### src/rtl/ucode_useq.sv
// Microcode next-address sequencer: IDLE/RUN/FAULT control, conditional
// branching and a small LIFO return-address stack for CALL/RET.
module ucode_useq #(
  parameter int unsigned AW     = 9,
  parameter int unsigned NCOND  = 8,
  parameter int unsigned SDEPTH = 2
) (
  input  logic                     clk,
  input  logic                     reset_l,
  input  logic                     start,
  input  logic [AW-1:0]            entry_addr,
  input  logic                     stall,
  input  logic                     kill,
  input  logic [NCOND-1:0]         cond,
  input  logic [2:0]               u_op,
  input  logic [$clog2(NCOND)-1:0] u_csel,
  input  logic                     u_cpol,
  input  logic [AW-1:0]            u_target,
  output logic [AW-1:0]            rom_addr,
  output logic                     busy,
  output logic                     u_last,
  output logic                     u_done,
  output logic                     fault,
  output logic                     stk_ovf,
  output logic                     stk_unf
);

  localparam int unsigned DW = $clog2(SDEPTH + 1);

  typedef enum logic [1:0] {
    S_IDLE  = 2'd0,
    S_RUN   = 2'd1,
    S_FAULT = 2'd2
  } state_e;

  typedef enum logic [2:0] {
    OP_SEQ  = 3'd0,
    OP_JMP  = 3'd1,
    OP_BR   = 3'd2,
    OP_CALL = 3'd3,
    OP_RET  = 3'd4,
    OP_DONE = 3'd5
  } op_e;

  state_e          state_q, state_d;
  logic [AW-1:0]   rom_addr_q, rom_addr_d;
  logic [DW-1:0]   depth_q, depth_d;
  logic [AW-1:0]   stk_q [SDEPTH];
  logic [AW-1:0]   stk_d [SDEPTH];
  logic            u_done_q, u_done_d;
  logic            stk_ovf_q, stk_ovf_d;
  logic            stk_unf_q, stk_unf_d;

  logic [AW-1:0]   addr_inc;
  logic [AW-1:0]   pop_addr;
  logic            stk_full;
  logic            stk_empty;
  logic            br_taken;

  assign addr_inc  = rom_addr_q + AW'(1);
  assign stk_full  = (32'(depth_q) == SDEPTH);
  assign stk_empty = (depth_q == '0);
  assign br_taken  = cond[u_csel] ^ u_cpol;

  // Top of stack selected by compare rather than a computed index so the
  // index width never has to match the depth counter width.
  always_comb begin
    pop_addr = '0;
    for (int unsigned i = 0; i < SDEPTH; i++) begin
      if (i + 1 == 32'(depth_q)) pop_addr = stk_q[i];
    end
  end

  always_comb begin
    state_d    = state_q;
    rom_addr_d = rom_addr_q;
    depth_d    = depth_q;
    stk_d      = stk_q;
    u_done_d   = 1'b0;
    stk_ovf_d  = stk_ovf_q;
    stk_unf_d  = stk_unf_q;

    if (kill) begin
      state_d    = S_IDLE;
      rom_addr_d = '0;
      depth_d    = '0;
      stk_ovf_d  = 1'b0;
      stk_unf_d  = 1'b0;
    end else begin
      case (state_q)
        S_IDLE: begin
          if (start) begin
            state_d    = S_RUN;
            rom_addr_d = entry_addr;
          end else begin
            rom_addr_d = '0;
          end
        end
        S_RUN: begin
          if (!stall) begin
            case (op_e'(u_op))
              OP_JMP: rom_addr_d = u_target;
              OP_BR:  rom_addr_d = br_taken ? u_target : addr_inc;
              OP_CALL: begin
                if (stk_full) begin
                  stk_ovf_d = 1'b1;
                  state_d   = S_FAULT;
                end else begin
                  for (int unsigned i = 0; i < SDEPTH; i++) begin
                    if (i == 32'(depth_q)) stk_d[i] = addr_inc;
                  end
                  depth_d    = depth_q + DW'(1);
                  rom_addr_d = u_target;
                end
              end
              OP_RET: begin
                if (stk_empty) begin
                  stk_unf_d = 1'b1;
                  state_d   = S_FAULT;
                end else begin
                  depth_d    = depth_q - DW'(1);
                  rom_addr_d = pop_addr;
                end
              end
              OP_DONE: begin
                u_done_d = 1'b1;
                depth_d  = '0;
                if (start) begin
                  state_d    = S_RUN;
                  rom_addr_d = entry_addr;
                end else begin
                  state_d    = S_IDLE;
                  rom_addr_d = '0;
                end
              end
              default: rom_addr_d = addr_inc;
            endcase
          end
        end
        default: begin
          state_d = S_FAULT;
        end
      endcase
    end
  end

  always_ff @(posedge clk or negedge reset_l) begin
    if (!reset_l) begin
      state_q    <= S_IDLE;
      rom_addr_q <= '0;
      depth_q    <= '0;
      u_done_q   <= 1'b0;
      stk_ovf_q  <= 1'b0;
      stk_unf_q  <= 1'b0;
      for (int unsigned i = 0; i < SDEPTH; i++) stk_q[i] <= '0;
    end else begin
      state_q    <= state_d;
      rom_addr_q <= rom_addr_d;
      depth_q    <= depth_d;
      u_done_q   <= u_done_d;
      stk_ovf_q  <= stk_ovf_d;
      stk_unf_q  <= stk_unf_d;
      stk_q      <= stk_d;
    end
  end

  assign rom_addr = rom_addr_q;
  assign busy     = (state_q == S_RUN);
  assign fault    = (state_q == S_FAULT);
  assign u_done   = u_done_q;
  assign stk_ovf  = stk_ovf_q;
  assign stk_unf  = stk_unf_q;
  assign u_last   = (state_q == S_RUN) && (u_op == OP_DONE) && !stall && !kill;

endmodule
### config.mk
export PLATFORM = sky130hd
export DESIGN_NAME = ucode_useq
export DESIGN_NICKNAME = d
export VERILOG_FILES = /design/src/rtl/ucode_useq.sv
export SDC_FILE = /design/constraint.sdc
export NUM_CORES = 1
export LEC_CHECK = 0
export BUFFER_PORTS_ARGS = -buffer_cell sky130_fd_sc_hd__buf_4
export CAP_MARGIN = 10
export CORE_AREA = 5 5 73 75
export CTS_BUF_LIST = sky130_fd_sc_hd__clkbuf_8
export CTS_CLUSTER_DIAMETER = 40
export DETAILED_ROUTE_END_ITERATION = 8
export DIE_AREA = 0 0 78 80
export PLACE_DENSITY = 0.81
export SYNTH_ARGS = -nofsm -noshare
export SYNTH_HDL_FRONTEND = slang
export SYNTH_SLANG_ARGS = --single-unit
### constraint.sdc
create_clock -name clk -period 2.4 [get_ports clk]
set_input_delay 0.12 -clock clk [delete_from_list [all_inputs] [get_ports clk]]
set_output_delay 0.12 -clock clk [all_outputs]
set_load 0.01 [all_outputs]
# Yosys cells after proc, flatten, opt, wreduce, memory -nomap -nowiden
# Cells that the tools add are included.
[totals] wordCells=97 regBits=34 input_bits=38 out_inout_bits=15
[op_classes] n_lt_le_gt_ge=1 n_mux=40 n_eq_ne=20 reduce_logical=21 add_sub_neg=3 bitwise=4
[op_table] op="$mux 9" n=8
[op_table] op="$pmux 9 s5" n=1
[op_table] op="$mux 2" n=10
[op_table] op="$pmux 9 s2" n=1
[op_table] op="$mux 1" n=16
[op_table] op="$ne 4x4->1 const B" n=4
[op_table] op="$ne 3x3->1 const B" n=4
[op_table] op="$pmux 2 s3" n=2
[op_table] op="$reduce_and 4->1" n=3
[op_table] op="$reduce_and 6->1" n=2
[op_table] op="$reduce_and 5->1" n=2
[op_table] op="$reduce_bool 2->1" n=5
[op_table] op="$add 9x1->9 const B" n=1
[op_table] op="$eq 3x2->1 const B" n=2
[op_table] op="$eq 3x3->1 const B" n=2
[op_table] op="$ne 5x2->1 const B" n=1
[op_table] op="$eq 2x2->1 const B" n=2
[op_table] op="$logic_not 2->1" n=2
[op_table] op="$lt 3x4->1 const B" n=1
[op_table] op="$pmux 2 s2" n=1
[op_table] op="$reduce_bool 4->1" n=1
[op_table] op="$bmux 1 s3" n=1
[op_table] op="$eq 3x1->1 const B" n=1
[op_table] op="$logic_and 1x1->1" n=3
[op_table] op="other kinds (10)" n=13

# Longest topological paths before layout
# Gate-level depths: netlist of run 1.
[depth] depth_word=8 ltp_mapped=8

# Worst setup path after synthesis of run 1
# OpenSTA, ideal clock, no wires.
[synth_timing] path_kind="register to register" start="register depth_q[0]" end="register rom_addr_q[4] (netlist: rom_addr[4])" path_buffers=1 t_arrival_ns=1.772 required_time_ns=2.272 setup_time_ns=0.128 synth_period_minus_slack_ns=1.900 path_stages_with_launch=8 setup_slack_ns=0.500 path_cell_list="dfrtp_1 inv_1 ha_1 and4bb_2 o41a_1 clkbuf_1 o31ai_1 a21oi_1"
[synth_between] elab_chain_cells=8 elab_cells_between_ends=14 cone_classes="5 x eq/ne; 7 x mux; 2 x reduce/logical"
[synth_lines] item="start, declared" line="47" rtl="logic [DW-1:0] depth_q, depth_d;"
[synth_lines] item="start signal, assigned" line="159" rtl="depth_q <= depth_d;"
[synth_lines] item="$eq 1x2->1" line="70" rtl="if (i + 1 == 32'(depth_q)) pop_addr = stk_q[i];"
[synth_lines] item="$mux 9 (2 in a row)" line="70"
[synth_lines] item="$mux 9" line="117" rtl="if (stk_empty) begin"
[synth_lines] item="$pmux 9 s5" line="101" rtl="case (op_e'(u_op))"
[synth_lines] item="$mux 9" line="100" rtl="if (!stall) begin"
[synth_lines] item="$pmux 9 s2" line="90" rtl="case (state_q)"
[synth_lines] item="$mux 9" line="83" rtl="if (kill) begin"
[synth_lines] item="end signal, assigned" line="158" rtl="rom_addr_q <= rom_addr_d;"
[synth_lines] item="end, declared" line="46" rtl="logic [AW-1:0] rom_addr_q, rom_addr_d;"
# Several ways; a longest one is shown, not always the timed one. The select of a mux whose other input is x is not followed.
# A chain may end at the register's enable or synchronous reset.

# Worst setup path after layout of run 1
[layout_timing] start="register depth_q[0]" end="register rom_addr_q[3] (netlist: rom_addr[3])"
# The elaborated chain is that of the path after synthesis.

==> results.txt, run 1 <==
The number of warnings reported in the yosys synthesis log came out at 0. In the post-synthesis netlist, the biggest area contributors are sky130_fd_sc_hd__dfrtp_1, sky130_fd_sc_hd__a21oi_1, sky130_fd_sc_hd__nand2_1. The final layout contains routed wiring with a total length of 7.44 mm. The largest net degree at the start of global routing came out at 35.

The number of flops mapped to enable cells by yosys came out at 0. Registers take 851 sq um. The count of routing violations after the opening detailed-route iteration came out at 194. The average footprint of a synthesized cell came out at 8.06 sq um. The pre-CTS worst setup slack is 0.394 ns.

The post-cts gate resize count came out at 0. Among all flip-flop cells after synthesis, the most frequent one is sky130_fd_sc_hd__dfrtp_1. The net count after synthesis came out at 356. The residual DRC count came out at 0. The power density of the placed cells is 776 nW/um^2. Summing over every cut layer, the via total after detailed routing is 2625. VDD sags by at most 0.445 mV. Detailed placement ended at an HPWL of 5.28 mm. The number of routed nets with antenna violations is 0. Setup repair after global routing left no endpoint under its margin. The switching portion of total power came out at 0.365. For this run, the total global-route usage over all layers was measured as 0.246. The area of the die is 6240 sq um. Clock tree synthesis found a total of 34 sinks.

The distinct cell type count of the synthesized netlist is 49. The minimum clock period after layout is 2.05 ns. Static timing analysis puts the maximum clock frequency at 488 MHz. Among all cell types in the netlist, the one instantiated most often is sky130_fd_sc_hd__nand2_1. Internal power comes to 0.00153 W.

The worst-case clock buffer depth came out at 2. The share of total power dissipated in sequential elements is 0.346. STA classifies the critical path startpoint as a flip-flop. After the last flow step, the layout net total stands at 400. Along the worst hold path, the cell count comes to 2. Compared with the post-synthesis result, the final layout area differs by 22.3%. The count of inserted antenna diode cells came out at 0.

The post-synthesis async set-or-reset flop share is 1.00. The run finished with clean final reports. The initial cell density of the core came out at 0.550. After detailed routing, the number of vias per cell comes to 6.36. The multi-input gate area in the final layout came out at 1580 sq um. The setup violation total in the final timing report is 0. The cell leakage power is 1.34 nW.

The share of the cycle needed by the critical path after routing is 0.854. The final worst clock skew came out at 0.00691 ns. Counting instances in the post-synthesis netlist gives the leading cell types as sky130_fd_sc_hd__nand2_1, sky130_fd_sc_hd__dfrtp_1, sky130_fd_sc_hd__a21oi_1, sky130_fd_sc_hd__o21ai_0, sky130_fd_sc_hd__clkbuf_1. The share of the synthesized area in the top cell type came out at 0.336. Of the synthesized area, sequential elements account for 0.336. The tree is rooted in a sky130_fd_sc_hd__clkbuf_8. The maximum fanout along the worst path came out at 13. For this design the top-level I/O count stands at 53.

The global route total overflow came out at 0. The later pin in the worst-skew pair is clocked with a latency of 0.29 ns. The number of antenna violations at the first check in global routing is 0. The total number of placement rows is 25. The first global-routing pass estimated 12.1 mm of wire. The CTS tree is built.

The required time at the worst-slack endpoint came out at 2.57 ns. The clock input transition at the sequential cells of the worst setup and hold paths is 0.07 ns. The via count of the first global-routing pass is 2558. Once layout is done, the placed cells without fillers occupy 3100 sq um.

Routability-driven placement finished with a final weighted congestion of 0.940. The floorplan step set the die height to 80 um. The H-tree depth reported by CTS came out at 2. The worst slew margin relative to its limit is 0.631.

The number of iterations in the first detailed-routing pass is 5. The net switching power came out at 0.000876 W. Setup total negative slack on the finished layout was measured at 0 ns. The worst endpoint data arrival time is 2.22 ns. Of the cells placed in the final design, the portion with a size suffix greater than 1 is 0.220.

The post-synthesis instance area came out at 2530 sq um. Of the total power, combinational logic draws 0.385. The floorplan core area is 4600 sq um. The worst-margin pin slew came out at 0.554 ns.

The critical path is of the reg -> reg type. The number of buffers inserted by port buffering came out at 52. The cell type with the largest total area after synthesis is sky130_fd_sc_hd__dfrtp_1.

The final hold violation count was 0. The chip width is 78 um. TritonCTS created 5 clock buffers. The min-delay analysis places its worst path in the category in -> reg.

The number of max-slew violations in the final report came out at 0. The overall power consumption is 0.00240 W. The number of instances in the synthesized netlist is 314. The depth of the worst register-to-register path came out at 6.

The share of total power dissipated in the clock network is 0.269. The number of storage elements in the synthesis netlist came out at 34. Once placement finished, the instance area stood at 2950 sq um. STA classifies the critical path endpoint as a flip-flop.

The max-cap violation count came out at 0. The average wire per cell in the routed design came out at 18.0 um. The layout filler cell count is 390. After layout, the worst setup slack is 0.351 ns.
## through the flow
stage / cells / hold slack [ns] / util
after floorplan: 314 / -0.176 / -
after global placement: 404 / 0.0929 / 0.641
after detailed placement: 404 / 0.0967 / 0.641
final: 413 / 0.0843 / 0.673
after CTS: 413 / 0.0815 / 0.673
after global routing: 413 / 0.0833 / 0.673
## critical path, stage by stage (launching register included)
cell	delay, ns
sky130_fd_sc_hd__dfrtp_1	0.38
sky130_fd_sc_hd__inv_1	0.09
sky130_fd_sc_hd__ha_1	0.23
sky130_fd_sc_hd__and4bb_2	0.26
sky130_fd_sc_hd__o41a_1	0.59
sky130_fd_sc_hd__o31ai_1	0.32
sky130_fd_sc_hd__a21oi_1	0.06
## final timing paths
kind	startpoint	end	slack [ns]
max	depth_q[0]$_DFFE_PN0P_	rom_addr[3]$_DFFE_PN0P_	0.35
min	kill	stk_ovf$_DFFE_PN0P_	0.08
max reg2reg	depth_q[0]$_DFFE_PN0P_	rom_addr[3]$_DFFE_PN0P_	0.35
min reg2reg	stk_q[12]$_DFFE_PN0P_	stk_q[12]$_DFFE_PN0P_	0.48
max in group asynchronous	reset_l	u_done$_DFF_PN0_	1.76
min in group asynchronous	reset_l	stk_q[7]$_DFFE_PN0P_	0.32
## cell usage in the layout, fill, tap and decap left out, types with 3 or more instances in the layout
cell type and n:
sky130_fd_sc_hd__inv_1 3, sky130_fd_sc_hd__dfrtp_1 34, sky130_fd_sc_hd__mux2i_1 12, sky130_fd_sc_hd__and2_1 11, sky130_fd_sc_hd__nand3_1 6, sky130_fd_sc_hd__o22ai_1 13, sky130_fd_sc_hd__or3_1 3, sky130_fd_sc_hd__nand3b_1 4
sky130_fd_sc_hd__nor2_1 18, sky130_fd_sc_hd__nand2b_1 12, sky130_fd_sc_hd__a21oi_1 32, sky130_fd_sc_hd__xor2_1 3, sky130_fd_sc_hd__clkbuf_8 5, sky130_fd_sc_hd__o31ai_1 4, sky130_fd_sc_hd__ha_1 4, sky130_fd_sc_hd__o21ai_0 25
sky130_fd_sc_hd__nand2_1 42, sky130_fd_sc_hd__a211oi_1 3, sky130_fd_sc_hd__nor2b_1 5, sky130_fd_sc_hd__nor3b_1 3, sky130_fd_sc_hd__buf_4 59, sky130_fd_sc_hd__a22oi_1 5, sky130_fd_sc_hd__a31oi_1 11, sky130_fd_sc_hd__mux2_2 4
sky130_fd_sc_hd__nor3_1 8
## state kept, by name (all words and copies together) (netlist names)
signal / cells
stk_q: 18
rom_addr: 9
depth_q: 2
state_q: 2
stk_ovf: 1
stk_unf: 1
u_done: 1
## power by group through the flow
stage,clock network [W],registers (W),logic (W)
floorplan,0,0.000808,0.000586
global route,0.000683,0.000853,0.00101
CTS,0.000654,0.000828,0.000916
global placement,0,0.000832,0.000886
finish,0.000647,0.000832,0.000924
detailed placement,0,0.000837,0.000908
## area by class of cell
cell class,count,area share
multi-input combinational,254,0.509
sequential,34,0.275
timing repair buffer,60,0.146
clock buffer,5,0.0222
clock inverter,3,0.0222
tap,54,0.0218
inverter,3,0.00364
## layer usage
layer | GRT usage | share of wire
met1 | 0.306 | 0.40
met5 | 0 | 0
met4 | 0.101 | 0.029
met2 | 0.407 | 0.48
met3 | 0.0576 | 0.092
## repair_timing
item / in CTS / in global routing
hold buffers: 1 / 0
endpoints found under the hold margin: 34 / 0
buffers inserted: 0 / 0
## cell families after synthesis
kind of cell,count (synthesis),synth area share
buffers and inverters,26,0.0415
DFF,34,0.336
adders and majority gates,4,0.0198
xor gates and xnor gates,5,0.0247
AOI/OAI and AO/OA,106,0.256
and+or+nand+nor,122,0.248
muxes,17,0.0741
No activity file was read; power rests on OpenSTA's default activity.
==> run 2: changes to the inputs <==
--- a/config.mk
+++ b/config.mk
@@ -7,11 +7,11 @@
 export LEC_CHECK = 0
 export BUFFER_PORTS_ARGS = -buffer_cell sky130_fd_sc_hd__buf_4
 export CAP_MARGIN = 10
-export CORE_AREA = 5 5 73 75
+export CORE_AREA = 5 5 63 87
 export CTS_BUF_LIST = sky130_fd_sc_hd__clkbuf_8
 export CTS_CLUSTER_DIAMETER = 40
 export DETAILED_ROUTE_END_ITERATION = 8
-export DIE_AREA = 0 0 78 80
+export DIE_AREA = 0 0 68 92
 export PLACE_DENSITY = 0.81
 export SYNTH_ARGS = -nofsm -noshare
 export SYNTH_HDL_FRONTEND = slang
==> results.txt, run 2 (same netlist as run 1, synthesis figures left out) <==
The worst slew margin relative to its limit is 0.613 (was 0.631). The cell family contributing the most delay on the critical path is compound AO/OA/AOI/OAI gates (unchanged). The routing usage on met3 is 0.0318 (was 0.0576). The post-cts gate resize count was 0 (unchanged). The layout filler cell count came out at 396 (was 390).

The final standard cell area without fillers is 3100 sq um (unchanged). The worst endpoint data arrival time is 2.26 ns (was 2.22 ns). The TritonCTS buffer count is 5 (unchanged).

The required time at the worst-slack endpoint came out at 2.57 ns (about the same). Chain of cells forming the critical path: inv_1 -> ha_1 -> and4bb_2 -> o41a_1 -> nor3_1 -> a21oi_1 (was inv_1 -> ha_1 -> and4bb_2 -> o41a_1 -> o31ai_1 -> a21oi_1). The HPWL reported at the end of detailed placement is 5.45 mm (was 5.28 mm). The total number of placement rows came out at 29 (was 25).

The overall track demand over capacity in global routing is 0.248 (was 0.246). The largest stage delay on the critical path came out at 0.60 ns (was 0.59 ns). The most frequent standard cell in the layout excluding fill and tap cells is sky130_fd_sc_hd__buf_4 (unchanged). The worst voltage drop across the vdd grid is 0.381 mV (was 0.445 mV).

The number of ports placed on the die boundary came to 53 (unchanged). The hold buffer count at cts is 1 (unchanged). The cell leakage power came to 1.34 nW (about the same). The count of inserted antenna diode cells came to 0 (unchanged). The minimum clock period after layout is 2.09 ns (was 2.05 ns). The slowest cell on the critical path is sky130_fd_sc_hd__o41a_1 (unchanged).

Commonest cells after routing, fill and taps aside: sky130_fd_sc_hd__buf_4, sky130_fd_sc_hd__nand2_1, sky130_fd_sc_hd__dfrtp_1 (unchanged). The clock input transition at the sequential cells of the worst setup and hold paths was 0.07 ns (about the same). The startpoint type of the worst setup path was a flip-flop (unchanged). The H-tree depth reported by CTS came to 2 (unchanged). The global route total overflow is 0 (unchanged). The kind of critical path was reg -> reg (unchanged). The fraction of layout instances using a drive strength above 1 was 0.222 (was 0.220). The maximum fanout along the worst path is 13 (unchanged).

The number of max-slew violations in the final report is 0 (unchanged). The source-to-sink clock delay at the later pin of the worst-skew pair came out at 0.29 ns (about the same). The initial cell density of the core came out at 0.558 (was 0.550). The count of nets after finishing came out at 402 (was 400).

The root buffer cell was sky130_fd_sc_hd__clkbuf_8 (unchanged). The relative area change from synthesis to final layout came out at 22.3% (unchanged). The via count of the first global-routing pass came to 2575 (was 2558).

The worst-margin pin slew came out at 0.580 ns (was 0.554 ns). The area of the die was 6260 sq um (was 6240 sq um). The CTS tree is built (unchanged). The floorplan core area came to 4540 sq um (was 4600 sq um). The via density per instance came out at 6.28 (was 6.36).

The final worst clock skew is 0.00880 ns (was 0.00691 ns). The most congested layer reported by global routing is met2 (unchanged). The placement-stage cell area came to 2970 sq um (was 2950 sq um). The buffering stage count on the worst path with inverters included came out at 1 (unchanged). The global-route wire length before repair is 11.9 mm (was 12.1 mm). Result of the run: finished, final reports clean (unchanged). The number of buffers inserted by port buffering was 52 (unchanged). The number of antenna violations at the first check in global routing is 0 (unchanged). The number of iterations in the first detailed-routing pass is 5 (unchanged). The max-cap violation count is 0 (unchanged). The final hold violation count was 0 (unchanged). The vertical die dimension is 92 um (was 80 um).

The largest net degree at the start of global routing came to 35 (unchanged). The share of the cycle needed by the critical path after routing is 0.870 (was 0.854). The last weighted congestion value of the routability-driven placer is 0.894 (was 0.940). The count of routing violations after the opening detailed-route iteration is 243 (was 194).

The overall routed net length was 7.43 mm (was 7.44 mm). The chip width came out at 68 um (was 78 um). The critical path capture point type is a flip-flop (unchanged).

The register name with the most flops was stk_q (unchanged). The total number of vias is 2650 (was 2625). The peak clock frequency supported by timing came out at 479 MHz (was 488 MHz).

The power density of the placed cells was 749 nW/um^2 (was 776 nW/um^2). The residual DRC count is 0 (unchanged). The setup fix buffers added after clock tree synthesis came out at 0 (unchanged). The met1 global-route usage is 0.308 (was 0.306). The worst-case clock buffer depth came out at 2 (unchanged).

The flip-flop count of the largest register, all copies and words added is 18 (unchanged). The type of the tightest min-delay check is in -> reg (unchanged). The number of routed nets with antenna violations came to 0 (unchanged).

The accumulated negative setup slack is 0 ns (unchanged). The average wire per cell in the routed design came out at 17.6 um (was 18.0 um). Unrepaired setup endpoints after global routing: false (unchanged).

The clock sink total came to 34 (unchanged). The met2 demand-to-capacity share in global routing came to 0.389 (was 0.407). The setup violation total in the final timing report is 0 (unchanged).
run 2: metal layers:
metal  part of all wire  vias to the layer above  wire [um]
met5                  0                        -          0
met4              0.062                        0        461
met3              0.078                       38        583
met2               0.48                      157       3560
met1               0.38                     1225       2830
li1                   -                     1230          -
run 2: cell type report:
cell class | count | area, sq um | share of cell area
inverter | 3 | 11.3 | 0.00364
clock buffer | 6 | 82.6 | 0.0267
multi-input combinational | 254 | 1580 | 0.509
tap | 62 | 77.6 | 0.0251
sequential | 34 | 851 | 0.275
timing repair buffer | 62 | 468 | 0.151
clock inverter | 1 | 30.0 | 0.00970
run 2: power by group:
| group | leakage (nW) | internal (W) | switching (W) |
|---|---|---|---|
| Combinational | 0.821 | 0.000428 | 0.000509 |
| Clock | 0.0573 | 0.000332 | 0.000213 |
| Sequential | 0.464 | 0.000691 | 0.000143 |
run 2: path summary, 6_finish.rpt:
check                                            start                      end  slack, ns  cells past startpoint
worst max-delay path            depth_q[0]$_DFFE_PN0P_  rom_addr[8]$_DFFE_PN0P_       0.31                      6
worst min-delay path                              kill      stk_ovf$_DFFE_PN0P_       0.09                      2
worst max register to register  depth_q[0]$_DFFE_PN0P_  rom_addr[8]$_DFFE_PN0P_       0.31                      6
worst min register to register   stk_q[12]$_DFFE_PN0P_    stk_q[12]$_DFFE_PN0P_       0.48                      2
max in group asynchronous                      reset_l    stk_q[17]$_DFFE_PN0P_       1.76                      2
min in group asynchronous                      reset_l     stk_q[3]$_DFFE_PN0P_       0.32                      2
run 2: stage by stage:
step                utilization  total power, W  setup WS, ns  hold slack, ns  cells
floorplan                     -         0.00139         0.500          -0.176    314
global placement          0.655         0.00174         0.424           0.103    414
detailed placement        0.655         0.00177         0.338           0.102    414
CTS                       0.682         0.00231         0.340          0.0823    422
global route              0.682         0.00244         0.171          0.0984    422
finish                    0.682         0.00232         0.313          0.0851    422
==> run 3: changes to the inputs <==
--- a/config.mk
+++ b/config.mk
@@ -7,11 +7,11 @@
 export LEC_CHECK = 0
 export BUFFER_PORTS_ARGS = -buffer_cell sky130_fd_sc_hd__buf_4
 export CAP_MARGIN = 10
-export CORE_AREA = 5 5 63 87
+export CORE_AREA = 2 2 60 84
 export CTS_BUF_LIST = sky130_fd_sc_hd__clkbuf_8
 export CTS_CLUSTER_DIAMETER = 40
 export DETAILED_ROUTE_END_ITERATION = 8
-export DIE_AREA = 0 0 68 92
+export DIE_AREA = 0 0 62 86
 export PLACE_DENSITY = 0.81
 export SYNTH_ARGS = -nofsm -noshare
 export SYNTH_HDL_FRONTEND = slang
==> constraint.sdc (replaced) <==
create_clock -name clk -period 2 [get_ports clk]
set_input_delay 0.1 -clock clk [delete_from_list [all_inputs] [get_ports clk]]
set_output_delay 0.1 -clock clk [all_outputs]
set_load 0.01 [all_outputs]
==> results.txt, run 3 (same netlist as run 1, synthesis figures left out) <==
The count of nets after finishing came out at 415 (was 402). The slack of the worst reg-to-reg path was 0.08 ns (was 0.31 ns). The type of the tightest min-delay check is in -> reg (unchanged). The worst voltage drop across the vdd grid came out at 0.504 mV (was 0.381 mV). The critical path capture point type is a flip-flop (unchanged). The maximum fanout along the worst path came to 6 (was 13). The final standard cell area without fillers came out at 3210 sq um (was 3100 sq um). The cell leakage power came out at 1.41 nW (was 1.34 nW). The HPWL reported at the end of detailed placement came out at 5.46 mm (was 5.45 mm). The worst endpoint data arrival time is 2.09 ns (was 2.26 ns). The pre-CTS worst setup slack is 0.0209 ns (was 0.338 ns). The most frequent standard cell in the layout excluding fill and tap cells is sky130_fd_sc_hd__buf_4 (unchanged). Commonest cells after routing, fill and taps aside: sky130_fd_sc_hd__buf_4, sky130_fd_sc_hd__nand2_1, sky130_fd_sc_hd__dfrtp_1 (unchanged).

The endpoint of the most critical register-to-register path was rom_addr[7]$_DFFE_PN0P_ (was rom_addr[8]$_DFFE_PN0P_). The launching point of the worst reg2reg path is depth_q[0]$_DFFE_PN0P_ (unchanged). The flip-flop count of the largest register, all copies and words added came out at 18 (unchanged). The accumulated negative setup slack was 0 ns (unchanged).

The number of ports placed on the die boundary came out at 53 (unchanged). The peak clock frequency supported by timing is 521 MHz (was 479 MHz). The clock input transition at the sequential cells of the worst setup and hold paths came out at 0.07 ns (about the same). The required time at the worst-slack endpoint came to 2.17 ns (was 2.57 ns). The kind of critical path is reg -> reg (unchanged). The switching portion of total power is 0.398 (was 0.373). The worst slew margin relative to its limit came out at 0.694 (was 0.613). The share of the cycle needed by the critical path after routing came to 0.959 (was 0.870). The floorplan core area came out at 4540 sq um (unchanged). The sequential share of power was 0.344 (was 0.360). The max-cap violation count came out at 0 (unchanged). Result of the run: finished, final reports clean (unchanged). The number of antenna violations at the first check in global routing came out at 0 (unchanged).

The via count of the first global-routing pass came out at 2512 (was 2575). The layout filler cell count is 392 (was 396). The number of routed nets with antenna violations is 0 (unchanged).

The area of the die came out at 5330 sq um (was 6260 sq um). The residual DRC count is 0 (unchanged). The H-tree depth reported by CTS is 2 (unchanged). The end point of the worst hold path is stk_ovf$_DFFE_PN0P_ (unchanged).

The root buffer cell is sky130_fd_sc_hd__clkbuf_8 (unchanged). The placed instance count came out at 424 (was 414). The origin of the worst min-delay path is kill (unchanged). The final hold violation count came out at 0 (unchanged).

The net switching power came out at 0.00110 W (was 0.000866 W). The initial cell density of the core is 0.558 (unchanged). The power density of the placed cells came out at 862 nW/um^2 (was 749 nW/um^2). The number of max-slew violations in the final report came out at 0 (unchanged). The worst-margin pin slew is 0.460 ns (was 0.580 ns).

The largest stage delay on the critical path came out at 0.38 ns (was 0.60 ns). The fraction of layout instances using a drive strength above 1 came out at 0.279 (was 0.222). The slowest cell on the critical path was sky130_fd_sc_hd__dfrtp_1 (was sky130_fd_sc_hd__o41a_1). The TritonCTS buffer count was 5 (unchanged). The minimum clock period after layout is 1.92 ns (was 2.09 ns).

The final worst clock skew is 0.00644 ns (was 0.00880 ns). The internal power of the cells came out at 0.00166 W (was 0.00145 W). The worst-case clock buffer depth came out at 2 (unchanged). The vertical die dimension came out at 86 um (was 92 um). The number of iterations in the first detailed-routing pass came to 5 (unchanged). The global-route wire length before repair came out at 11.8 mm (was 11.9 mm). The relative area change from synthesis to final layout came out at 26.8% (was 22.3%). The hold path depth came to 2 (unchanged).

The non-filler instance count after layout came out at 435 (was 422). The setup violation total in the final timing report is 0 (unchanged). The source-to-sink clock delay at the later pin of the worst-skew pair is 0.29 ns (about the same).

The placement-stage cell area was 3050 sq um (was 2970 sq um). The combinational power share is 0.478 (was 0.405). The count of routing violations after the opening detailed-route iteration came out at 282 (was 243). The count of inserted antenna diode cells came out at 0 (unchanged). The minimum setup slack in the final design came out at 0.0820 ns (was 0.313 ns). The chip width came out at 62 um (was 68 um). Unrepaired setup endpoints after global routing: false (unchanged). The overall routed net length is 7.81 mm (was 7.43 mm). The startpoint type of the worst setup path is a flip-flop (unchanged). The register name with the most flops is stk_q (unchanged).

The number of buffers inserted by port buffering is 52 (unchanged). The total number of placement rows came out at 29 (unchanged). The total number of vias is 2693 (was 2650).

The average wire per cell in the routed design is 17.9 um (was 17.6 um). Chain of cells forming the critical path: inv_2 -> ha_1 -> and4b_1 -> o41a_1 -> buf_4 -> nor3_2 -> a21oi_1 (was inv_1 -> ha_1 -> and4bb_2 -> o41a_1 -> nor3_1 -> a21oi_1). The via density per instance came to 6.19 (was 6.28).

The global route total overflow is 0 (unchanged). The last weighted congestion value of the routability-driven placer is 0.966 (was 0.894). The clock sink total is 34 (unchanged).

The overall track demand over capacity in global routing came out at 0.293 (was 0.248). The depth of the worst register-to-register path came out at 7 (was 6). The largest net degree at the start of global routing is 35 (unchanged). The CTS tree is built (unchanged). The clock group share of total power is 0.178 (was 0.235).
-- run 3: changes by cell type in the layout (fill, tap and decap cells not counted), moves of 2 or more --
cell | before | now
sky130_fd_sc_hd__clkinv_2 | 0 | 2
sky130_fd_sc_hd__nor3_1 | 8 | 2
sky130_fd_sc_hd__o21ai_1 | 1 | 3
sky130_fd_sc_hd__nor3_2 | 0 | 6
sky130_fd_sc_hd__buf_4 | 61 | 73
sky130_fd_sc_hd__o21ai_0 | 25 | 23
sky130_fd_sc_hd__inv_1 | 3 | 1
sky130_fd_sc_hd__inv_2 | 0 | 2
-- run 3: repair_timing --
| item | in CTS | in global routing |
|---|---|---|
| hold buffers | 1 | 0 |
| gates resized for setup | 0 | 15 |
| setup buffers | 0 | 2 |
| endpoints found under the hold margin | 34 | 0 |
| setup endpoints to repair | 0 | 11 |
-- run 3: stage by stage --
step / hold WS (ns) / power, W / utilization
2_1_floorplan: -0.196 / 0.00167 / -
3_3_place_gp: 0.0819 / 0.00216 / 0.672
3_5_place_dp: 0.0839 / 0.00218 / 0.672
4_1_cts: 0.0675 / 0.00268 / 0.692
5_1_grt: 0.0752 / 0.00291 / 0.708
6_report: 0.0692 / 0.00277 / 0.708
-- run 3: how the worst max path moves through the flow --
| stage | slack (ns) | cells past startpoint | to | start |
|---|---|---|---|---|
| 2_1_floorplan | 0.10 | 7 | rom_addr[4]$_DFFE_PN0P_ | depth_q[0]$_DFFE_PN0P_ |
| 3_3_place_gp | 0.04 | 7 | rom_addr[5]$_DFFE_PN0P_ | depth_q[0]$_DFFE_PN0P_ |
| 3_5_place_dp | 0.02 | 7 | rom_addr[5]$_DFFE_PN0P_ | depth_q[0]$_DFFE_PN0P_ |
| 4_1_cts | 0.01 | 7 | rom_addr[5]$_DFFE_PN0P_ | depth_q[0]$_DFFE_PN0P_ |
| 5_1_grt | 0.01 | 7 | rom_addr[1]$_DFFE_PN0P_ | depth_q[1]$_DFFE_PN0P_ |
| 6_report | 0.08 | 7 | rom_addr[7]$_DFFE_PN0P_ | depth_q[0]$_DFFE_PN0P_ |
-- run 3: critical path, delay by kind of cell, from the launching register on --
| kind | cells | cell delay [ns] |
|---|---|---|
| simple gates | 2 | 0.51 |
| compound gates | 2 | 0.47 |
| flops | 1 | 0.38 |
| buf+inv | 2 | 0.23 |
| fa+ha+maj | 1 | 0.21 |
-- run 3: area by class of cell --
class                      count  area, sq um  share of cell area
tap                           62         77.6              0.0242
clock buffer                   5         68.8              0.0214
inverter                       3         11.3             0.00351
clock inverter                 2         10.0             0.00312
sequential                    34          851               0.265
multi-input combinational    254         1630               0.507
timing repair buffer          75          563               0.175
-- run 3: power groups by stage --
| stage | registers [W] | clock network [W] | logic (W) |
|---|---|---|---|
| floorplan | 0.000970 | 0 | 0.000703 |
| global placement | 0.000956 | 0 | 0.00120 |
| detailed placement | 0.000960 | 0 | 0.00122 |
| CTS | 0.000948 | 0.000495 | 0.00123 |
| global route | 0.000973 | 0.000524 | 0.00142 |
| finish | 0.000953 | 0.000492 | 0.00132 |
-- run 3: per-layer routing --
metal	wire length, um	up-vias	share of wire	track usage
met5	0	-	0	0
met4	301	0	0.039	0.126
met3	532	26	0.068	0.0392
met2	3970	148	0.51	0.481
met1	3010	1263	0.39	0.372
li1	-	1256	-	-
